## src/rtl/frame_stage_sequencer.sv

```systemverilog
// Frame stage sequencer: runs enabled stage slots in order over one shared RAM port.
// Optional watchdog abort is built when FRAME_SEQ_WATCHDOG_EN is defined.
module frame_stage_sequencer #(
    parameter int               NUM_STAGES = 4,
    parameter int               ADDR_W     = 18,
    parameter int               DATA_W     = 32,
    parameter int               WDT_W      = 24,
    parameter logic [WDT_W-1:0] WDT_LIMIT  = 24'hFFFFFF
) (
    input  logic                           clk,
    input  logic                           reset_n,
    input  logic                           pause,
    input  logic                           start,
    input  logic [NUM_STAGES-1:0]          stage_mask,
    output logic                           busy,
    output logic                           frame_done,
    output logic [$clog2(NUM_STAGES)-1:0]  active_stage,
    output logic [NUM_STAGES-1:0]          stage_enable,
    input  logic [NUM_STAGES-1:0]          stage_done,
    input  logic [NUM_STAGES-1:0]          stage_wren,
    input  logic [NUM_STAGES*ADDR_W-1:0]   stage_address,
    input  logic [NUM_STAGES*DATA_W-1:0]   stage_data_write,
    output logic [DATA_W-1:0]              stage_data_read,
    output logic                           ram_wren,
    output logic [ADDR_W-1:0]              ram_address,
    output logic [DATA_W-1:0]              ram_data_write,
    input  logic [DATA_W-1:0]              ram_data_read,
    output logic                           timeout_error
);

    localparam int AS_W  = $clog2(NUM_STAGES);
    localparam int IDX_W = AS_W + 1;

    localparam logic [2:0] ST_IDLE    = 3'd0;
    localparam logic [2:0] ST_SELECT  = 3'd1;
    localparam logic [2:0] ST_RUN     = 3'd2;
    localparam logic [2:0] ST_RELEASE = 3'd3;
    localparam logic [2:0] ST_FINISH  = 3'd4;

    localparam logic [IDX_W-1:0]      IDX_ONE   = {{(IDX_W-1){1'b0}}, 1'b1};
    localparam logic [IDX_W-1:0]      IDX_END   = IDX_W'(NUM_STAGES);
    localparam logic [NUM_STAGES-1:0] STAGE_ONE = {{(NUM_STAGES-1){1'b0}}, 1'b1};

    logic [2:0]            state_r, state_s;
    logic [IDX_W-1:0]      idx_r, idx_s;
    logic [NUM_STAGES-1:0] mask_r, mask_s;
    logic [NUM_STAGES-1:0] enable_r, enable_s;
    logic                  busy_r, busy_s;
    logic                  frame_done_r, frame_done_s;
    logic [AS_W-1:0]       slot_s;

`ifdef FRAME_SEQ_WATCHDOG_EN
    localparam logic [WDT_W-1:0] WDT_ONE = {{(WDT_W-1){1'b0}}, 1'b1};
    logic [WDT_W-1:0] wdt_r, wdt_s;
    logic             timeout_r, timeout_s;
`else
    logic unused_wdt_cfg_s;
    assign unused_wdt_cfg_s = ^WDT_LIMIT;
`endif

    // idx can reach NUM_STAGES; slot_s is only meaningful below that.
    assign slot_s = idx_r[AS_W-1:0];

    // Next-state and next-output decode; a paused sequencer holds everything.
    always_comb begin
        state_s      = state_r;
        idx_s        = idx_r;
        mask_s       = mask_r;
        enable_s     = enable_r;
        busy_s       = busy_r;
        frame_done_s = 1'b0;
`ifdef FRAME_SEQ_WATCHDOG_EN
        wdt_s        = wdt_r;
        timeout_s    = timeout_r;
`endif
        if (pause) begin
            state_s = state_r;
        end else begin
            case (state_r)
                ST_IDLE: begin
                    if (start) begin
                        mask_s  = stage_mask;
                        idx_s   = {IDX_W{1'b0}};
                        busy_s  = 1'b1;
                        state_s = ST_SELECT;
                    end else begin
                        state_s = ST_IDLE;
                    end
                end
                ST_SELECT: begin
                    if (idx_r == IDX_END) begin
                        state_s = ST_FINISH;
                    end else if (mask_r[slot_s]) begin
                        enable_s = STAGE_ONE << slot_s;
                        state_s  = ST_RUN;
`ifdef FRAME_SEQ_WATCHDOG_EN
                        wdt_s    = {WDT_W{1'b0}};
`endif
                    end else begin
                        idx_s = idx_r + IDX_ONE;
                    end
                end
                ST_RUN: begin
                    if (stage_done[slot_s]) begin
                        enable_s = {NUM_STAGES{1'b0}};
                        state_s  = ST_RELEASE;
                    end else begin
`ifdef FRAME_SEQ_WATCHDOG_EN
                        // Abort after WDT_LIMIT RUN cycles; the stage is not retried.
                        if (wdt_r == WDT_LIMIT - WDT_ONE) begin
                            enable_s  = {NUM_STAGES{1'b0}};
                            timeout_s = 1'b1;
                            state_s   = ST_FINISH;
                        end else begin
                            wdt_s = wdt_r + WDT_ONE;
                        end
`else
                        state_s = ST_RUN;
`endif
                    end
                end
                ST_RELEASE: begin
                    if (!stage_done[slot_s]) begin
                        idx_s   = idx_r + IDX_ONE;
                        state_s = ST_SELECT;
                    end else begin
                        state_s = ST_RELEASE;
                    end
                end
                ST_FINISH: begin
                    busy_s       = 1'b0;
                    frame_done_s = 1'b1;
                    state_s      = ST_IDLE;
                end
                default: begin
                    state_s  = ST_IDLE;
                    idx_s    = {IDX_W{1'b0}};
                    enable_s = {NUM_STAGES{1'b0}};
                    busy_s   = 1'b0;
                end
            endcase
        end
    end

    // Sequencer state and registered handshake outputs.
    always_ff @(posedge clk or negedge reset_n) begin
        if (!reset_n) begin
            state_r      <= ST_IDLE;
            idx_r        <= {IDX_W{1'b0}};
            mask_r       <= {NUM_STAGES{1'b0}};
            enable_r     <= {NUM_STAGES{1'b0}};
            busy_r       <= 1'b0;
            frame_done_r <= 1'b0;
        end else begin
            state_r      <= state_s;
            idx_r        <= idx_s;
            mask_r       <= mask_s;
            enable_r     <= enable_s;
            busy_r       <= busy_s;
            frame_done_r <= frame_done_s;
        end
    end

`ifdef FRAME_SEQ_WATCHDOG_EN
    // Watchdog counter and sticky abort flag.
    always_ff @(posedge clk or negedge reset_n) begin
        if (!reset_n) begin
            wdt_r     <= {WDT_W{1'b0}};
            timeout_r <= 1'b0;
        end else begin
            wdt_r     <= wdt_s;
            timeout_r <= timeout_s;
        end
    end

    assign timeout_error = timeout_r;
`else
    assign timeout_error = 1'b0;
`endif

    // Only the slot being run or released owns the RAM port; pause blocks writes.
    always_comb begin
        ram_wren       = 1'b0;
        ram_address    = {ADDR_W{1'b0}};
        ram_data_write = {DATA_W{1'b0}};
        if ((state_r == ST_RUN) || (state_r == ST_RELEASE)) begin
            ram_wren       = stage_wren[slot_s] & ~pause;
            ram_address    = stage_address[slot_s*ADDR_W +: ADDR_W];
            ram_data_write = stage_data_write[slot_s*DATA_W +: DATA_W];
        end else begin
            ram_wren       = 1'b0;
            ram_address    = {ADDR_W{1'b0}};
            ram_data_write = {DATA_W{1'b0}};
        end
    end

    assign stage_data_read = ram_data_read;
    assign busy            = busy_r;
    assign frame_done      = frame_done_r;
    assign stage_enable    = enable_r;
    assign active_stage    = idx_r[AS_W-1:0];

endmodule

```

## config.mk

```make
export PLATFORM = sky130hd
export DESIGN_NAME = frame_stage_sequencer
export DESIGN_NICKNAME = d
export VERILOG_FILES = /design/src/rtl/frame_stage_sequencer.sv
export SDC_FILE = /design/constraint.sdc
export NUM_CORES = 1
export LEC_CHECK = 0
export BUFFER_PORTS_ARGS = -buffer_cell sky130_fd_sc_hd__buf_2
export CAP_MARGIN = 40
export CORE_AREA = 2 2 131 133
export DETAILED_ROUTE_END_ITERATION = 10
export DIE_AREA = 0 0 133 135
export PLACE_DENSITY = 0.56
export SLEW_MARGIN = 15
export SYNTH_ARGS = -nofsm -noshare
export SYNTH_HDL_FRONTEND = slang
export SYNTH_SLANG_ARGS = --single-unit
export TNS_END_PERCENT = 10
```

## constraint.sdc

```tcl
create_clock -name clk -period 4.55 [get_ports clk]
set_input_delay 0.2275 -clock clk [delete_from_list [all_inputs] [get_ports clk]]
set_output_delay 0.2275 -clock clk [all_outputs]
set_load 0.02 [all_outputs]
```

## Word-level counts from Yosys, hierarchy flattened

Index checks and enable logic that the tools add are counted.

| operators by class | value |
|---|---|
| muxes and demuxes | 28 |
| order comparisons | 1 |
| reduce and logical (&&, ||, !) cells | 10 |
| $mul | 1 |
| bitwise logic cells | 5 |
| shifts and indexed selects | 3 |
| equality and inequality tests | 12 |
| add/sub/neg operators | 1 |

Operator list:

| operator | count |
|---|---|
| indexed part select 128 x 8 -> 32 bit | 1 |
| indexed part select 72 x 8 -> 18 bit | 1 |
| 2-to-1 mux 32 bit | 1 |
| case mux 3 bit (4 select lines) | 2 |
| 2-to-1 mux 18 bit | 1 |
| 2-to-1 mux 3 bit | 6 |
| 2-to-1 mux 4 bit | 3 |
| inequality test 2 bit, second input constant | 6 |
| case mux 4 bit (3 select lines) | 1 |
| 2-to-1 mux 1 bit | 9 |
| binary-select mux 1 bit (select 2 bit) | 3 |
| == test 3 x 2 -> 1 bit, second input constant | 2 |
| == test 3 bit, second input constant | 2 |
| multiplier 2 x 4 -> 6 bit, second input constant | 1 |
| AND reduction 3 bit | 2 |
| AND reduction 6 bit | 1 |
| OR reduction 3 bit | 2 |
| AND reduction 5 bit | 1 |
| NOT 1 bit | 4 |
| left shift 1 x 2 -> 4 bit, first input constant | 1 |
| adder 3 x 1 -> 3 bit, second input constant | 1 |
| == test 3 x 1 -> 1 bit, second input constant | 1 |
| logical NOT 3 bit | 1 |
| less-than comparator 2 x 3 -> 1 bit, second input constant | 1 |
| other kinds (7) | 7 |

| word-level totals | value |
|---|---|
| input port bits | 248 |
| register bits after elaboration | 16 |
| output and inout port bits | 92 |

## Longest topological paths before layout

Gate-level depths: netlist (run 1).

| logic depth | value |
|---|---|
| depth in word-level cells | 5 |
| mapped depth | 9 |
| mapped depth without buffers | 7 |

## Least setup slack after synthesis (run 1)

OpenSTA, ideal clock, no wires.

| timing | value |
|---|---|
| path kind | register to register |
| from | reg idx_r[1] |
| to | reg idx_r[2] |
| stages on the path, launching flop included | 9 |
| arrival time | 1.838 ns |
| slack | 2.588 ns |
| cell sequence | dfrtp_1 -> buf_2 -> buf_1 -> inv_1 -> ha_1 -> a31oi_1 -> nand4_4 -> o21ai_1 -> o21ai_1 |

| between the ends | value |
|---|---|
| word-level cells in the longest chain between the ends | 4 |
| elaborated cells on any way between the ends | 14 |

Ends and longest elaborated chain:

| element | line | text |
|---|---|---|
| start, declared | 45 | `logic [IDX_W-1:0] idx_r, idx_s;` |
| start signal, assigned | 149 | `idx_r <= {IDX_W{1'b0}};` |
| start signal, assigned | 156 | `idx_r <= idx_s;` |
| adder 3 x 1 -> 3 bit (tied with other cells) | 100, 124 |  |
| 2-to-1 mux 3 bit (tied with other cells) | 93 | `end else if (mask_r[slot_s]) begin` |
| 2-to-1 mux 3 bit or inequality test 2 bit (tied branches) | n/a |  |
| case mux 3 bit (4 select lines) or AND reduction 6 bit (tied branches) | n/a |  |

Several ways; a longest one is shown, not always the timed one. The select of a mux whose other input is x is not followed.
A chain may end at the register's enable or synchronous reset.

## Worst setup path in the final report (run 1)

| timing | value |
|---|---|
| from | reg idx_r[0] |
| to | out ram_data_write[30] |

| between the ends | value |
|---|---|
| word-level cells in the longest chain between the ends | 2 |

Ends and longest elaborated chain:

| element | line | text |
|---|---|---|
| indexed part select 128 x 8 -> 32 bit | 189 | `ram_data_write = stage_data_write[slot_s*DATA_W +: DATA_W];` |
| 2-to-1 mux 32 bit | 186 | `if ((state_r == ST_RUN) \|\| (state_r == ST_RELEASE)) begin` |
| end, declared | 26 | `output logic [DATA_W-1:0] ram_data_write,` |

Every way passes these cells.

==> impl_metrics.ini, run 1 <==
[grt]
grt_pass1_wl_um = 14700
antenna_found_initial = 0
grt_busiest_layer = met2
grt_usage_pct = 10.3
grt_max_degree = 32
gr-usage-met1_pct = 11.4
grt_pass1_vias = 2922
grtUsageMet2_pct = 20.3
grt_use_met3_pct = 2.55
grt_overflow = 0

[clock_tree]
numCtsBuffers = 3
clk_path_buf_depth = 2
clk_latency_ns = 0.25
cts_setup_buffers = 0
cts.sinks = 16
cts_root_buf = clkbuf_16
postCtsResizedCells = 0
hold_buffers = 1
path_clk_slew_ns = 0.05
h-tree-depth = 1
tritoncts = built

[logic_synthesis]
yosysSeqAreaShare_pct = 14.7
yosysWarnings = 0
ys_types = 38
synth_cells = 239
netlist_area_um2 = 2720
ys_ff_latch = 16
syn_area_per_cell_um2 = 11.4
syn_nets = 491

[worst_setup_path]
cp-startpoint = idx_r[0]$_DFFE_PN0P_
critPathTopFamily = flip-flops
worst_setup_path_start_kind = flip-flop
cp_cell_sequence = buf_4 -> mux4_2 -> nor2b_1 -> buf_2
worstPathMaxFanout = 26
r2r_start = idx_r[0]$_DFFE_PN0P_
critPathRequiredTime_ns = 4.32
reg2reg_slack_ns = 2.45
cpMaxStageDelayCell = dfrtp_4
arrival_ns = 2.31
path_buf_inv = 2
max_stage_delay_ns = 0.73
path_class = reg -> out
r2r_end = stage_enable[2]$_DFFE_PN0P_
critical_path_depth = 4
worst-r2r-cell-count = 5
end_kind = primary output

[sta]
hold_violations = 0
setup_ws_ns = 2.01
rsz0062_at_grt = false
slew_viol_final = 0
fin_worst_skew_ns = 0.000582
tns_ns = 0
finalSetupViolCount = 0
fmax_mhz = 394
slew_headroom_pct = 51.1
max_slew.worst_pin.slew_ns = 0.734
period_share_pct = 55.7
final_period_minus_worst_setup_slack_ns = 2.54

[placed_design]
finalWeightedCongestion = 0.741
pre_cts_slack_ns = 2.20
port_buffers = 274
dp_hpwl_um = 8540

[power]
power_density_nw_per_um2 = 483
p_leak_uw = 0.00200
p_int_uw = 1070
clkPwrFrac_pct = 9.5
irDropWorstVdd_mv = 0.149
p_sw_uw = 930
p_seq_share_pct = 16.8
swShare_pct = 46.4
pwr-share-comb_pct = 73.7

[route]
wl_per_cell_um = 14.7
dr.pass1.iters = 4
first_iter_violations = 78
ant_nets = 0
routed_wl_um = 10100
via_per_inst = 4.25
drc = 0
vias = 2922

[worst_hold_path]
worstHoldStart = stage_mask[1]
worst_hold_path_type = in -> reg
worstHoldPathCells = 2
min_to = mask_r[1]$_DFFE_PN0P_

[floorplanning]
dieWidth_um = 133
num_io_pins = 340
fp-row-count = 47
die_h_um = 135
die_area_um2 = 18000
start_util_pct = 16.6
core_region_area_um2 = 16400

[cells_and_area]
drive_gt1_share_pct = 74.3
fin_nets = 720
antenna_cells = 0
final_cell_mix = buf_2 (274), mux4_2 (52), nor2b_1 (50)
syn2layout_area_growth_pct = 52.5
final_common_cell = buf_2

[flow_run]
drv_cap = 0

[outcome]
outcome = complete, no violations
==> logic make-up (layout without fill, tap and decap cells) <==
| group | after synthesis | count (layout) | share of synthesized area, % |
|---|---|---|---|
| compound gates | 15 | 15 | 4.09 |
| fa+ha+maj | 4 | 4 | 1.84 |
| buf+inv | 62 | 290 | 14.0 |
| flops | 16 | 16 | 14.7 |
| mux | 61 | 61 | 47.1 |
| other cells | 1 | 1 | 0.138 |
| simple gates | 80 | 80 | 18.1 |
==> synth_stat cells (all sizes together) <==
| cell type | n | area [um2] |
|---|---|---|
| mux4 | 53 | 1200 |
| nor2b | 50 | 313 |
| buf | 44 | 313 |
| dfrtp | 16 | 400 |
| nand2 | 13 | 51.3 |
| clkbuf | 11 | 41.3 |
| inv | 7 | 26.3 |
| ha | 4 | 50.1 |
| mux2 | 4 | 45.0 |
| mux2i | 4 | 40.0 |
| nand2b | 4 | 25.0 |
| o21ai | 4 | 20.0 |
| a21o | 3 | 22.5 |
| nor2 | 3 | 11.3 |
| nor3 | 3 | 20.0 |
| nor3b | 2 | 20.0 |
| o21bai | 2 | 26.3 |
| a211oi | 1 | 7.51 |
| a21oi | 1 | 5.00 |
| a31oi | 1 | 6.26 |
| and2 | 1 | 6.26 |
| conb | 1 | 3.75 |
| nand3 | 1 | 5.00 |
| nand3b | 1 | 7.51 |
| nand4 | 1 | 21.3 |
| nor4 | 1 | 12.5 |
| o211ai | 1 | 7.51 |
| o31ai | 1 | 7.51 |
| o41ai | 1 | 8.76 |
==> through the flow <==
step	area [um2]	util (%)	power, uW	hold WS [ns]	instances
final	4150	25.3	2000	0.210	687
after global routing	4150	25.3	2160	0.210	687
after CTS	4150	25.3	2050	0.207	687
after detailed placement	4050	24.7	1850	0.166	682
after global placement	4050	24.7	1840	0.169	682
after floorplan	2720	-	1460	-0.0681	239
==> power groups by stage <==
stage	combinational [uW]	sequential, uW	clock (uW)
6_report	1480	337	190
5_1_grt	1600	362	202
4_1_cts	1510	346	193
3_5_place_dp	1500	349	0
3_3_place_gp	1490	343	0
2_1_floorplan	1220	242	0
==> per-layer routing <==
layer / vias up / share of wire (%)
li1: 1312 / -
met1: 1402 / 37
met2: 196 / 53
met3: 12 / 9.0
met4: 0 / 0.82
met5: - / 0
==> worst reg2reg max path, stage by stage (launching register included) <==
cell and delay [ns]:
dfrtp_4 0.73, mux4_2 0.68, nand3_1 0.12, o211ai_1 0.11, nand2_2 0.16, mux2i_1 0.21
==> worst max-delay path by stage <==
stage                                       to  slack [ns]
after global routing        ram_data_write[30]        1.80
final                       ram_data_write[30]        2.01
after global placement          ram_address[1]        2.24
after CTS                   ram_data_write[30]        1.93
after detailed placement    ram_data_write[30]        2.20
after floorplan           idx_r[2]$_DFFE_PN0P_        2.59
==> state kept, by name (all words and copies together), names as in the netlist <==
signal        count
stage_enable      4
busy              1
idx_r             3
state_r           3
frame_done        1
mask_r            4
==> cell type report <==
class                      instances  area, um2
sequential                        16        405
clock buffer                       4       88.8
inverter                           7       26.3
tap                              220        275
multi-input combinational        161       1940
timing repair buffer             279       1410
fill                            1753      12300
Note: power is estimated with default switching activity, not from simulation.
==> inputs of run 2 (changes only) <==
Settings changed: ABC_AREA set to 1, CORE_AREA 2 2 131 133 to 2 2 130 132, DIE_AREA 0 0 133 135 to 0 0 132 134, PLACE_DENSITY 0.56 to 0.6.
Clock period 4.55 ns to 2.2 ns, I/O delays scaled along.
==> impl_metrics.ini, run 2 <==
[floorplanning]
num_io_pins = 340
die_area_um2 = 17700
die_h_um = 134
fp-row-count = 47
core_region_area_um2 = 16300
start_util_pct = 18.5
dieWidth_um = 132

[logic_synthesis]
yosys-top-cells-count = nor2_1 (213), o21ai_0 (103), a21oi_1 (50)
synth_edf_count = 0
yosysWarnings = 0
yosys.area.top_type = nor2_1
synth_area_leaders = nor2_1 (26%), o21ai_0 (17%), dfrtp_1 (13%)
netlist_area_um2 = 3020
synth_cells = 556
synth_top_area_share_pct = 26.5
ys_types = 29
synth_ff_type = dfrtp_1
synthArstFlopShare_pct = 100
yosysSeqAreaShare_pct = 13.3
syn_nets = 808
synth.most_common_cell = nor2_1
ys_ff_latch = 16
syn_area_per_cell_um2 = 5.43

[worst_setup_path]
critPathRequiredTime_ns = 2.09
path_class = reg -> out
max_stage_delay_ns = 0.44
arrival_ns = 1.82
crit_top_cell = nor2_1
end_kind = primary output
worstPathMaxFanout = 44
cpMaxStageDelayCell = dfrtp_4
critPathTopFamily = buffers and inverters
path_buf_inv = 2
worst_setup_path_start_kind = flip-flop
cp_cell_sequence = buf_4 -> nor2_1 -> nor2_1 -> o21ai_0 -> a21oi_1 -> buf_2

[cells_and_area]
drive_gt1_share_pct = 41.2
antenna_cells = 0
syn2layout_area_growth_pct = 45.7
final_cell_mix = buf_2 (274), nor2_1 (213), o21ai_0 (103)
final_common_cell = buf_2
fillerInstances = 1883
fin_nets = 1022

[power]
p_leak_uw = 0.00236
irDropWorstVdd_mv = 0.502
power_density_nw_per_um2 = 1230

[route]
vias = 4255
drc = 0
dr.pass1.iters = 4
routed_wl_um = 12900
ant_nets = 0
via_per_inst = 4.30
wl_per_cell_um = 13.0
first_iter_violations = 340

[clock_tree]
clk_latency_ns = 0.25
numCtsBuffers = 3
cts.sinks = 16
tritoncts = built
cts_root_buf = clkbuf_16
clk_path_buf_depth = 2
h-tree-depth = 1
path_clk_slew_ns = 0.05

[sta]
slew_viol_final = 0
fin_hold_ws_ns = 0.0650
fin_worst_skew_ns = 0.00311
tns_ns = 0
final_period_minus_worst_setup_slack_ns = 1.93
hold_violations = 0
period_share_pct = 87.8
finalSetupViolCount = 0
fmax_mhz = 518
rsz0062_at_grt = false

[worst_hold_path]
worst_hold_path_type = in -> reg

[placed_design]
finalWeightedCongestion = 0.815
port_buffers = 274
dp_hpwl_um = 10100

[flow_run]
drv_cap = 0

[grt]
grt_pass1_wl_um = 19700
antenna_found_initial = 0
grt_usage_pct = 13.4
grt_max_degree = 68
grt_overflow = 0
grt_pass1_vias = 3859

[outcome]
outcome = complete, no violations
## run 2: cell count changes in the layout (fill, tap and decap cells not counted), moves of 5 or more
cell     before  now
a21oi_1       1   50
nor2b_1      50    0
nand2_1      12   39
mux4_2       52    0
nand3_1       1    6
nor2_1        3  213
nand3_2       0    7
nand4_1       0    7
o21ai_0       1  103
## run 2: cell type report
cell class | instances | area [um2] | share of cell area [%]
clock buffer | 4 | 78.8 | 1.79
sequential | 16 | 405 | 9.21
multi-input combinational | 451 | 2100 | 47.6
inverter | 13 | 51.3 | 1.17
timing repair buffer | 285 | 1490 | 33.9
tap | 220 | 275 | 6.26
## run 2: path summary, 6_finish.rpt
kind                                             start                     endpoint  slack, ns  cells after the start
min reg2reg                stage_enable[1]$_DFFE_PN0P_  stage_enable[1]$_DFFE_PN0P_       0.49                      2
min in group asynchronous                      reset_n        mask_r[3]$_DFFE_PN0P_       0.31                      2
min                                              pause         frame_done$_DFF_PN0_       0.06                      2
max                               idx_r[0]$_DFFE_PN0P_           ram_data_write[31]       0.27                      6
max reg2reg                       idx_r[0]$_DFFE_PN0P_         idx_r[1]$_DFFE_PN0P_       0.58                      8
max in group asynchronous                      reset_n         idx_r[0]$_DFFE_PN0P_       1.58                      2
## run 2: metal layers
metal	GRT usage (%)	vias up	share of wire [%]	routed length, um
met5	0	-	0	0
met4	2.42	0	1.3	172
met3	2.42	21	7.7	991
met2	22.4	194	46	5970
met1	18.2	1840	45	5760
li1	-	2200	-	-
## run 2: where the power goes
group          internal (uW)  switching, uW  total, uW
Sequential               395           97.7        493
Clock                    246            119        365
Combinational           1530           3020       4550
Total                   2180           3230       5410
## run 2: cells by family (layout without fill, tap and decap cells)
| group | after synthesis | after routing | share of synthesized area, % |
|---|---|---|---|
| AO/OA/AOI/OAI | 155 | 155 | 25.8 |
| XOR/XNOR | 1 | 1 | 0.290 |
| adder cells (fa/ha/maj) | 4 | 4 | 1.66 |
| buffers and inverters | 89 | 302 | 17.4 |
| flip-flops | 16 | 16 | 13.3 |
| multiplexers | 4 | 4 | 1.49 |
| other | 1 | 1 | 0.124 |
| AND/OR/NAND/NOR | 286 | 286 | 39.9 |
## run 2: repair_timing
action | in CTS | in global routing
setup buffers | 0 | 0
hold buffers | 1 | 0
hold endpoints to repair | 16 | 0
resized for setup | 0 | 0
## run 2: stage by stage
step | cell area (um2) | utilization (%) | power, uW | setup slack, ns | std cells
floorplan | 3020 | - | 3850 | 0.529 | 556
global route | 4400 | 27.0 | 5980 | 0.118 | 989
global placement | 4310 | 26.5 | 5050 | 0.479 | 984
detailed placement | 4310 | 26.5 | 5060 | 0.500 | 984
CTS | 4400 | 27.0 | 5450 | 0.225 | 989
finish | 4400 | 27.0 | 5410 | 0.268 | 989
==> inputs of run 3 (changes only) <==
Clock period 2.2 ns to 1.6 ns, I/O delays scaled along.
==> impl_metrics.ini, run 3 (synthesis gave the netlist of run 2 again) <==
[worst_setup_path]
worstPathMaxFanout = 10
worst_setup_path_start_kind = flip-flop
path_class = reg -> out
critPathTopFamily = flip-flops
arrival_ns = 1.68
end_kind = primary output
cp_cell_sequence = buf_6 -> clkbuf_16 -> nor2_2 -> nor2_1 -> o21ai_1 -> a21oi_1 -> buf_4
cp-startpoint = idx_r[0]$_DFFE_PN0P_
cpMaxStageDelayCell = dfrtp_4
path_buf_inv = 3
r2r_start = idx_r[0]$_DFFE_PN0P_
max_stage_delay_ns = 0.57
critPathRequiredTime_ns = 1.52

[sta]
final_period_minus_worst_setup_slack_ns = 1.76
rsz0062_at_grt = true
period_share_pct = 110
setup_ws_ns = -0.158
finalSetupViolCount = 51
fin_hold_ws_ns = 0.0534
slew_viol_final = 0
tns_ns = -5.20
hold_violations = 0
fmax_mhz = 569
fin_worst_skew_ns = 0.00200

[outcome]
violations = setup timing
outcome = complete, but fails checks

[clock_tree]
tritoncts = built
clk_path_buf_depth = 2
numCtsBuffers = 3
cts.sinks = 16
h-tree-depth = 1
path_clk_slew_ns = 0.05
cts_root_buf = clkbuf_16
clk_latency_ns = 0.25

[cells_and_area]
antenna_cells = 0
syn2layout_area_growth_pct = 71.0
final_common_cell = buf_2
drive_gt1_share_pct = 46.6
stdcell_area_um2 = 5160
final_cells = 1014
final_cell_mix = buf_2 (224), nor2_1 (195), buf_4 (53)
fin_nets = 1047

[floorplanning]
start_util_pct = 18.5
dieWidth_um = 132
die_area_um2 = 17700
num_io_pins = 340
die_h_um = 134
fp-row-count = 47
core_region_area_um2 = 16300

[power]
power_density_nw_per_um2 = 1910
p_leak_uw = 0.00262
irDropWorstVdd_mv = 0.989

[grt]
grt_max_degree = 44
antenna_found_initial = 2
grt_overflow = 0
grt_pass1_vias = 4007
grt_pass1_wl_um = 21100
grt_usage_pct = 14.7

[placed_design]
dp_cells = 994
dp_hpwl_um = 10600
port_buffers = 274
pre_cts_slack_ns = 0.118
finalWeightedCongestion = 0.844
dpl_cell_area_um2 = 4460

[worst_hold_path]
worst_hold_path_type = in -> reg
worstHoldStart = pause

[route]
first_iter_violations = 233
routed_wl_um = 15400
wl_met2_um = 7270
ant_nets = 0
maxUsedRoutingLayer = met5
vias = 4509
via_per_inst = 4.45
met1_length_um = 6360
drc = 0
dr.pass1.iters = 4
met3RoutedLength_um = 1330
wl_per_cell_um = 15.2

[flow_run]
drv_cap = 0
run 3: metal layers:
metal,vias to the layer above,GRT usage [%]
met5,-,0
met1,1999,17.2
met3,36,3.85
li1,2265,-
met2,205,26.0
met4,4,4.95
run 3: area by class of cell:
class                   count  area [um2]
well taps                 220         275
clock buffers               4        88.8
repair buffers            310        2130
flip-flops and latches     16         405
inverters                  13        67.6
multi-input cells         451        2200
fillers                  1792       11100
run 3: timing repair:
action | in CTS | in global routing
setup buffers | 1 | 2
resized for setup | 62 | 96
endpoints found under the setup margin | 51 | 61
endpoints found under the hold margin | 16 | 0
pin swaps | 2 | 35
cloned | 3 | 9
hold buffers | 1 | 0
run 3: worst paths after layout:
kind                                               end  slack (ns)  cells after the start
max in group asynchronous         idx_r[0]$_DFFE_PN0P_        1.00                      2
hold reg to reg            stage_enable[0]$_DFFE_PN0P_        0.48                      2
min in group asynchronous  stage_enable[3]$_DFFE_PN0P_        0.29                      2
setup reg to reg                state_r[1]$_DFFE_PN0P_           0                     10
hold / removal                    frame_done$_DFF_PN0_        0.05                      2
setup / recovery                    ram_data_write[15]       -0.16                      7
run 3: where the power goes:
group	internal (uW)	switching [uW]
combinational	3740	4810
sequential	544	209
clock	380	158
run 3: stage by stage:
step	util (%)	power [uW]
3_5_place_dp	27.4	7340
2_1_floorplan	-	5320
4_1_cts	29.5	8740
6_report	31.7	9840
5_1_grt	31.7	10700
3_3_place_gp	27.4	7330
